### config.mk
export PLATFORM = sky130hd
export DESIGN_NAME = cga_mic_stack_ctrl
export DESIGN_NICKNAME = d
export VERILOG_FILES = /design/src/rtl/cga_mic_stack_ctrl.sv
export SDC_FILE = /design/constraint.sdc
export NUM_CORES = 1
export LEC_CHECK = 0
export BUFFER_PORTS_ARGS = -buffer_cell sky130_fd_sc_hd__buf_4
export CAP_MARGIN = 10
export CORE_MARGIN = 3
export CORE_UTILIZATION = 55
export CTS_CLUSTER_DIAMETER = 50
export DETAILED_ROUTE_END_ITERATION = 8
export PLACE_DENSITY = 0.78
export SYNTH_ARGS = -nofsm -noshare
export SYNTH_HDL_FRONTEND = slang
export SYNTH_SLANG_ARGS = --single-unit
### constraint.sdc
create_clock -name CLK -period 5.2 [get_ports CLK]
set_clock_uncertainty 0.15 [all_clocks]
set_input_delay 1.3 -clock CLK [delete_from_list [all_inputs] [get_ports CLK]]
set_output_delay 1.3 -clock CLK [all_outputs]
set_load 0.02 [all_outputs]
### src/rtl/cga_mic_stack_ctrl.sv
// Four-deep microprogram return-address stack with sticky overflow/underflow flags
// and a registered shift-select that mirrors the applied command for external bit slices.
module cga_mic_stack_ctrl (
    input  logic        CLK,
    input  logic        RST,
    input  logic        HOLD,
    input  logic [1:0]  CMD,
    input  logic [13:0] DIN,
    input  logic        CLR_ERR,
    output logic [13:0] TOS,
    output logic [2:0]  DEPTH,
    output logic        EMPTY,
    output logic        FULL,
    output logic        OVF,
    output logic        UNF,
    output logic [1:0]  SEL
);

    typedef enum logic [1:0] {
        OP_NOP   = 2'b00,
        OP_PUSH  = 2'b01,
        OP_POP   = 2'b10,
        OP_LDTOS = 2'b11
    } op_t;

    logic [13:0] e0, e1, e2, e3;
    op_t         op;
    logic        ovf_event;
    logic        unf_event;

    assign op        = op_t'(CMD);
    assign EMPTY     = (DEPTH == 3'd0);
    assign FULL      = (DEPTH == 3'd4);
    assign TOS       = e0;
    assign ovf_event = !HOLD && (op == OP_PUSH) && FULL;
    assign unf_event = !HOLD && (op == OP_POP) && EMPTY;

    always_ff @(posedge CLK) begin
        if (RST) begin
            e0    <= '0;
            e1    <= '0;
            e2    <= '0;
            e3    <= '0;
            DEPTH <= 3'd0;
            OVF   <= 1'b0;
            UNF   <= 1'b0;
            SEL   <= 2'b00;
        end else begin
            // A new error event wins over a simultaneous clear.
            OVF <= ovf_event | (OVF & ~CLR_ERR);
            UNF <= unf_event | (UNF & ~CLR_ERR);
            SEL <= HOLD ? 2'b00 : CMD;
            if (!HOLD) begin
                case (op)
                    OP_PUSH: begin
                        e0 <= DIN;
                        e1 <= e0;
                        e2 <= e1;
                        e3 <= e2;
                        if (!FULL) DEPTH <= DEPTH + 3'd1;
                    end
                    OP_POP: begin
                        // Bottom entry is duplicated so the stack never fills with stale zeros.
                        e0 <= e1;
                        e1 <= e2;
                        e2 <= e3;
                        if (!EMPTY) DEPTH <= DEPTH - 3'd1;
                    end
                    OP_LDTOS: begin
                        e0 <= DIN;
                        if (EMPTY) DEPTH <= 3'd1;
                    end
                    default: begin
                    end
                endcase
            end
        end
    end

endmodule

==> summary.md <==
| Metric | Value |
|---|---|
| Cts-stage hold buffer count | 0 |
| Setup Buffers After CTS | 0 |
| Vias per cell | 5.47 |
| Placement-stage cell area | roughly 0.0031 sq mm |
| Final setup fails | 0 |
| Max-slew headroom | 0.242 |
| Area delta synth->final | 16.2% |
| Critical Path RT | 5.30 ns |
| Clock Path Buffers | 2 |
| Vias in the first global route | slightly above 2000 |
| Dominant cell type by area after synthesis | dfxtp_1 |
| Max-slew violation count | 0 |
| Buffers on Ports | 42 |
| Initial drt markers | 159 |
| Kind of critical path | in2reg |
| Worst VDD drop | approximately 0.18 mV |
| Most frequent cell after synthesis | dfxtp_1 |
| Min Hold Slack | around 0.30 ns |
| Hpwl dp | 3.66 mm |
| Setup WS pre-CTS | 1.78 ns |
| Die height | about 77 microns |
| Congestion Overflow GR | 0 |
| Status | finished, final reports clean |
| Drc violations | 0 |
| Synth Cell Area | ~0.0028 sq mm |
| Total track usage | 0.208 |
| Share of the synthesized area in the top cell type | 0.453 |
| Htree depth | 3 |
| HP Class | reg2reg |
| Hold Fails Final Rpt | 0 |
| CTS tree | yes |
| Slew @ Worst Pin | around 1.1 ns |
| #FFs+latches synth | 63 |
| Drt first pass iters | 4 |
| Fin nets | roughly 360 |
| CTS resizes | 0 |
| Die ar. | 0.00595 sq mm |
| Hold path cells | 2 |
| Clock-pin slew on the worst setup and hold paths | around 0.07 ns |
| Cell variety after synth | 28 |
| Setup slack after layout | roughly 2.1 ns |
| Synthesis warning total | 0 |
| Tcrit/Tclk final | 0.591 |
| GP Congestion | between 0.7 and 0.8 |
| Post-route cell area | roughly 0.0032 sq mm |
| Chip width | between 70 and 80 microns |
| Total CTS buffers | 9 |
| Setup TNS | 0 ns |
| Crit-path max FO | 56 |
| Synth area leaders | dfxtp_1 45%, mux2i_1 13%, a211oi_1 9.7% |
| Syn Area/Cell | 9.07 sq um |
| Dominant synthesized flop cell | dfxtp_1 |
| DRT Wirelength | about 6 mm |
| Seq/Total Area, Yosys | 0.453 |
| Row cnt | 25 |
| Clk_lat worst skew | between 0.3 and 0.4 ns |
| RSZ-0062 raised after global routing | false |
| Root Driver | clkbuf_8 |
| Starting Density | 0.578 |
| Global-route wire length before repair | 9.83 mm |
| Period minus WS final | ~3.1 ns |
| Post-synthesis cell count | ~310 |
| Post-DRT Antenna Nets | 0 |
| Power density cells | 334 mW/mm^2 |
| Reg2Reg Depth | 6 |
| Ys async rst share | 0 |
| MaxCap Viol Count | 0 |
| TritonCTS Sinks | 63 |
| Startpoint types | input port |
| Core box area | around 0.0048 sq mm |
| Fin util | 0.672 |
| Fmax | about 330 MHz |
| Syn_nets | between 300 and 400 |
| Via Count | ~2200 |
| WL/cell | 14.5 microns |
| Antenna cells | 0 |
| Io pins | 43 |
| Largest net degree at the start of global routing | 64 |
| Share of cells above drive strength 1 | 0.190 |
| Top cells by count, synth | 63 x dfxtp_1, 49 x nor2_1, 37 x mux2i_1 |
| Initial antenna violation count | 0 |
| Crit. End Element | flop |
| EDFF count, synth | 0 |
| P_leak | ~1.2 nW |
| CP arrival | about 3.2 ns |
## layout make-up
class / count / area, sq um
Timing Repair Buffer: 45 / 338
Sequential cell: 63 / 1260
Inverter: 4 / 15.0
Tap cell: 67 / 83.8
Multi-Input combinational cell: 214 / 1360
Fill cell: 413 / 1580
Clock buffer: 12 / 155
Clock inverter: 4 / 20.0
## layer usage
metal  part of all wire  up-vias  global-route usage
met4              0.011        0              0.0694
met2               0.48       47               0.338
li1                   -     1143                   -
met5                  0        -                   0
met3              0.047       10              0.0704
met1               0.46     1039               0.256
## final timing paths
path,from,endpoint,slack [ns]
setup / recovery,CMD[0],e2[6]$_SDFFE_PP0P_,2.12
setup reg to reg,DEPTH[1]$_SDFFE_PP0P_,DEPTH[2]$_SDFFE_PP0P_,3.56
hold / removal,e3[12]$_SDFFE_PP0P_,e3[12]$_SDFFE_PP0P_,0.30
hold reg to reg,e3[12]$_SDFFE_PP0P_,e3[12]$_SDFFE_PP0P_,0.30
## worst max-delay path, cell delays in order
cell and delay [ns]:
buf_4 0.20, inv_1 0.12, ha_1 0.29, nor2b_4 0.90
nor2_1 0.10, a211oi_1 0.25
## where the power goes
group	leakage, nW	total (mW)	switching [mW]	internal, mW
Sequential	0.516	0.540	0.0258	0.514
Clock	0.0959	0.375	0.179	0.196
Combinational	0.635	0.168	0.0953	0.0725
Total	1.25	1.08	0.300	0.782
## metrics by stage
step / std cells / total power [mW]
6_report: 409 / 1.08
2_1_floorplan: 307 / 0.666
4_1_cts: 409 / 1.09
3_5_place_dp: 393 / 0.718
5_1_grt: 409 / 1.14
3_3_place_gp: 393 / 0.713
## kinds of logic after synthesis
| group | synth area share |
|---|---|
| compound gates | 0.181 |
| xor+xnor | 0.00629 |
| fa+ha+maj | 0.0270 |
| buf+inv | 0.0611 |
| flops | 0.453 |
| mux | 0.133 |
| simple gates | 0.139 |
## cells in the final DEF, fill, tap and decap left out, drive strengths merged
cell    count
o21ai       7
ha          6
and4bb      1
a211oi     36
nor2       49
inv         4
buf        45
nor3        4
mux2i      37
xnor2       1
a32oi       1
or3         1
a311oi      7
a22oi       1
a21boi      1
dfxtp      63
clkbuf     12
o311ai      1
clkinv      4
a21oi      20
xor2        1
nand2      36
and2        1
nor4        1
nor2b       2
## flip-flops by register name, indices dropped and copies added (netlist names)
signal	count
UNF	1
SEL	2
TOS	14
e1	14
e2	14
e3	14
OVF	1
DEPTH	3
No activity file was read; power rests on OpenSTA's default activity.
